File: config.mk
export PLATFORM = sky130hd
export DESIGN_NAME = tmds_encoder
export DESIGN_NICKNAME = d
export VERILOG_FILES = /design/src/rtl/tmds_encoder.sv
export SDC_FILE = /design/constraint.sdc
export NUM_CORES = 1
export LEC_CHECK = 0
export ABC_AREA = 1
export CAP_MARGIN = 20
export CORE_MARGIN = 2
export CORE_UTILIZATION = 40
export DETAILED_ROUTE_END_ITERATION = 7
export GPL_ROUTABILITY_DRIVEN = 0
export PLACE_DENSITY = 0.7
export SYNTH_ARGS = -nofsm -noshare
export SYNTH_HDL_FRONTEND = slang
export SYNTH_SLANG_ARGS = --single-unit
File: constraint.sdc
create_clock -name clk_x5 -period 5.49 [get_ports clk_x5]
set_input_delay 0.8235 -clock clk_x5 [delete_from_list [all_inputs] [get_ports clk_x5]]
set_output_delay 0.8235 -clock clk_x5 [all_outputs]
set_load 0.01 [all_outputs]
File: src/rtl/tmds_encoder.sv
`timescale 1ns / 1ps
// DVI 1.0 TMDS encoder for one colour channel.
// Two-stage pipeline advancing on the pixel strobe (ce) in the serializer
// clock domain: stage 1 minimises transitions (q_m), and stage 2 DC-balances
// against a running disparity count or emits a control symbol while blanking.
module tmds_encoder #(
  parameter logic [9:0] RESET_SYMBOL = 10'b1101010100
) (
  input  logic       clk_x5,
  input  logic       resetn,
  input  logic       ce,
  input  logic       de,
  input  logic [1:0] ctrl,
  input  logic [7:0] din,
  output logic [9:0] dout,
  output logic [4:0] disparity
);

  function automatic logic [3:0] popcount8(input logic [7:0] v);
    logic [3:0] n;
    n = '0;
    for (int i = 0; i < 8; i++) n = n + {3'b000, v[i]};
    return n;
  endfunction

  // Stage 1 signals
  logic [3:0] n1_din;
  logic       use_xnor;
  logic [8:0] q_m;
  logic [8:0] q_m_r;
  logic       de_r;
  logic [1:0] ctrl_r;

  // Stage 2 signals
  logic [3:0]        n1_q;
  logic signed [5:0] diff;      // N1 - N0 of q_m_r[7:0], range -8..8
  logic signed [5:0] cnt_ext;
  logic signed [5:0] cnt_sum;
  logic [9:0]        sym;
  logic signed [4:0] cnt;

  // Stage 1: choose XOR/XNOR chaining to minimise transitions in q_m.
  always_comb begin
    // NOTE: every output of a combinational block gets a default before any
    // conditional logic, so no path can leave it unassigned and infer a latch.
    q_m      = '0;
    n1_din   = popcount8(din);
    use_xnor = (n1_din > 4'd4) || ((n1_din == 4'd4) && !din[0]);
    q_m[0]   = din[0];
    for (int i = 1; i < 8; i++)
      q_m[i] = use_xnor ? ~(q_m[i-1] ^ din[i]) : (q_m[i-1] ^ din[i]);
    q_m[8]   = ~use_xnor;
  end

  // Stage 1 register: capture q_m together with the de/ctrl it belongs to.
  always_ff @(posedge clk_x5 or negedge resetn) begin
    // NOTE: state is updated with non-blocking assignments so every register
    // samples pre-edge values regardless of statement order.
    if (!resetn) begin
      q_m_r  <= '0;
      de_r   <= 1'b0;
      ctrl_r <= 2'b00;
    end else if (ce) begin
      q_m_r  <= q_m;
      de_r   <= de;
      ctrl_r <= ctrl;
    end
  end

  // Stage 2: DC-balance decision and next disparity, or control symbol.
  always_comb begin
    sym     = RESET_SYMBOL;
    cnt_sum = '0;
    n1_q    = popcount8(q_m_r[7:0]);
    diff    = $signed({1'b0, n1_q, 1'b0}) - 6'sd8;
    cnt_ext = {cnt[4], cnt};
    if (!de_r) begin
      // Blanking resets the disparity so each active line starts balanced.
      cnt_sum = '0;
      unique case (ctrl_r)
        2'b00:   sym = 10'b1101010100;
        2'b01:   sym = 10'b0010101011;
        2'b10:   sym = 10'b0101010100;
        default: sym = 10'b1010101011;
      endcase
    end else if ((cnt == 5'sd0) || (n1_q == 4'd4)) begin
      sym     = {~q_m_r[8], q_m_r[8], q_m_r[8] ? q_m_r[7:0] : ~q_m_r[7:0]};
      cnt_sum = q_m_r[8] ? (cnt_ext + diff) : (cnt_ext - diff);
    end else if ((!cnt[4] && (diff > 6'sd0)) || (cnt[4] && (diff < 6'sd0))) begin
      // Data would push disparity further from zero: send it inverted.
      sym     = {1'b1, q_m_r[8], ~q_m_r[7:0]};
      cnt_sum = cnt_ext - diff + (q_m_r[8] ? 6'sd2 : 6'sd0);
    end else begin
      sym     = {1'b0, q_m_r[8], q_m_r[7:0]};
      cnt_sum = cnt_ext + diff - (q_m_r[8] ? 6'sd0 : 6'sd2);
    end
  end

  // Stage 2 register: the symbol and disparity held for the serializer.
  always_ff @(posedge clk_x5 or negedge resetn) begin
    if (!resetn) begin
      dout <= RESET_SYMBOL;
      cnt  <= '0;
    end else if (ce) begin
      dout <= sym;
      cnt  <= cnt_sum[4:0];
    end
  end

  assign disparity = cnt;

endmodule

==> metrics.txt <==
run status=complete, no violations; Max clock buf depth=2; number of buffers added by the clock tree synthesis step=3; async set-reset flop share out of synthesis=between 90% and 100%; Critical Path Slowest Stage Cell=fa_1; worst slew pin tran=around 590 ps; number of max-cap violations=0; post-detail-place hpwl=3.73 mm; time the worst path needs with I/O delays and setup=~4500 ps; kind of start point of the critical path=flop; count of distinct cell types in the synthesized netlist=33; worst hold path type=flop to flop; total instance count after detailed placement=396; Final setup viols=0; vias=1,912; overall fraction of global-route tracks in use=~16%; final WL=roughly 4.5 mm; top fanout value on the critical path=12; number of standard cells after synthesis=302; Final #Nets=about 380; part of the Yosys area used for sequential elements=28.8%; number of placement rows=27; total DRC errors in the routed layout=0; Die W=between 70 and 80 um; highest clock frequency the design can meet=around 0.22 GHz; chain of cells forming the critical path=fa_1, inv_1, fa_1, fa_1, inv_1, ha_1, fa_1, xnor2_1, inv_1, ha_1, nand2_2, nand2_1, nand2_2, inv_2, o21ai_2, or2_2, nand3_1, a21oi_1; htree depth=1; total congestion overflow=0; post-cts gate resize count=0; fin worst setup slack=965 ps; area overhead of the layout relative to synthesis=16.3%; skew final=between 2 and 3 ps; wire length of the first global-routing pass=roughly 8.3 mm; clock root buffer=clkbuf_8; maximum cell stage delay along the critical path=between 500 and 600 ps; TritonCTS clock tree=done; syn nets=between 300 and 400; pin count of the biggest net entering global routing=35; RSZ-0062 raised after global routing=false; Reg2Reg Depth=18; share of final-layout standard cells stronger than drive strength 1=under 10%; initial antenna violation count=0; die footprint=around 6300 um2; kind of critical path=flop to flop; fin area=between 2000 and 3000 um2; Avg Cell Area, Syn=roughly 7.6 um2; Max Transition Viols Final=0; Avg Vias per Cell=roughly 4.8; number of nets with antenna violations after detailed routing=0; Yosys warning total=0; Final Non-Filler Cells=400; number of endpoints with negative hold slack in the final report=0; count of hold buffers inserted by post-cts repair=0; leading cell type in the layout, fill and taps excluded=nand2_1; Worst path most repeated cell=fa_1; Cell Area, Placed=2610 um2; Placeable Area=5510 um2; commonest cells after routing, fill and taps aside=nand2_1, inv_1, nand3_1; wire length per cell=11.3 um; total of buffers placed on input and output ports=27; Antenna Cells=0; hold-critical path depth=2; total of flip-flops plus latches after synthesis=26; count of pins on the block boundary=29; worst slew slack as a fraction of its limit=between 60% and 70%; Post-CTS Setup Repair Bufs=0; netlist area before placement=2280 um2; Worst setup EP type=flop; Synth Flop Type=dfrtp_1; final worst path period share=82.4%; initial DRC count=100; clock net sink count=26; chip height=79.5 um; via count of the first global-routing pass=about 1,900; clock slew at reported path FFs=roughly 90 ps; data arrival time of the worst path=between 4000 and 5000 ps; setup TNS=0 ps; Required @ worst endpoint=approximately 5700 ps; initial core utilization=between 40% and 50%; post-placement setup slack=between 700 and 800 ps; later-pin clock latency in the skew report=about 260 ps; number of iterations in the first detailed-routing pass=4; number of flops mapped to enable cells by yosys=0
[sequential cells by signal (all words and copies together), names as in the netlist]
name,flops
disparity,4
dout,10
ctrl_r,2
de_r,1
q_m_r,9
[worst max-delay path, delay by kind of cell (launching register included)]
kind	cells	cell delay, ps
AND/OR/NAND/NOR	5	550
AO/OA/AOI/OAI	2	570
flip-flops	1	430
XOR/XNOR	1	310
adder cells (fa/ha/maj)	6	2310
buffers and inverters	4	280
[per-stage QoR]
step           hold WS, ps  util (%)
6_report               475      48.2
5_1_grt                500      48.2
4_1_cts                477      48.2
3_5_place_dp           460      47.4
3_3_place_gp           459      47.4
2_1_floorplan          471         -
[kinds of logic after synthesis]
family,share of synthesized area (%)
compound gates,11.0
xor+xnor,3.40
fa+ha+maj,21.9
buf+inv,11.1
flops,28.8
other cells,0.164
simple gates,23.6
[cell usage after synthesis (5+ instances only)]
| library cell | number | area (um2) |
|---|---|---|
| nand2_1 | 72 | 270 |
| inv_1 | 49 | 184 |
| nand3_1 | 29 | 145 |
| o21ai_0 | 26 | 130 |
| ha_1 | 24 | 300 |
| dfrtp_1 | 21 | 526 |
| nor2_1 | 17 | 63.8 |
| a21oi_1 | 13 | 65.1 |
| fa_1 | 10 | 200 |
| dfstp_2 | 5 | 131 |
| xnor2_1 | 5 | 43.8 |
[metal layers]
metal | global-route usage (%) | up-vias | wire (um)
li1 | - | 1000 | -
met1 | 21.8 | 874 | 2220
met2 | 28.0 | 32 | 2140
met3 | 1.47 | 6 | 143
met4 | 2.41 | 0 | 35
met5 | 0 | - | 0
[path summary, 6_finish.rpt]
path / startpoint / to / slack, ps
setup / recovery: q_m_r[0] / dout[1] / 960
hold / removal: dout[9] / dout[9] / 470
setup reg to reg: q_m_r[0] / dout[1] / 960
hold reg to reg: dout[9] / dout[9] / 470
max in group asynchronous: resetn / dout[6] / 4290
min in group asynchronous: resetn / ctrl_r[1] / 910
[area by class of cell]
cell class / count / area, um2
fill: 539 / 2850
clock buffer: 4 / 45.0
sequential: 26 / 657
tap: 72 / 90.1
inverter: 53 / 204
timing repair buffer: 29 / 285
multi-input combinational: 216 / 1370
Power is not shown: default switching activity piles up to over one toggle a cycle in this logic, so the estimate is an artifact.
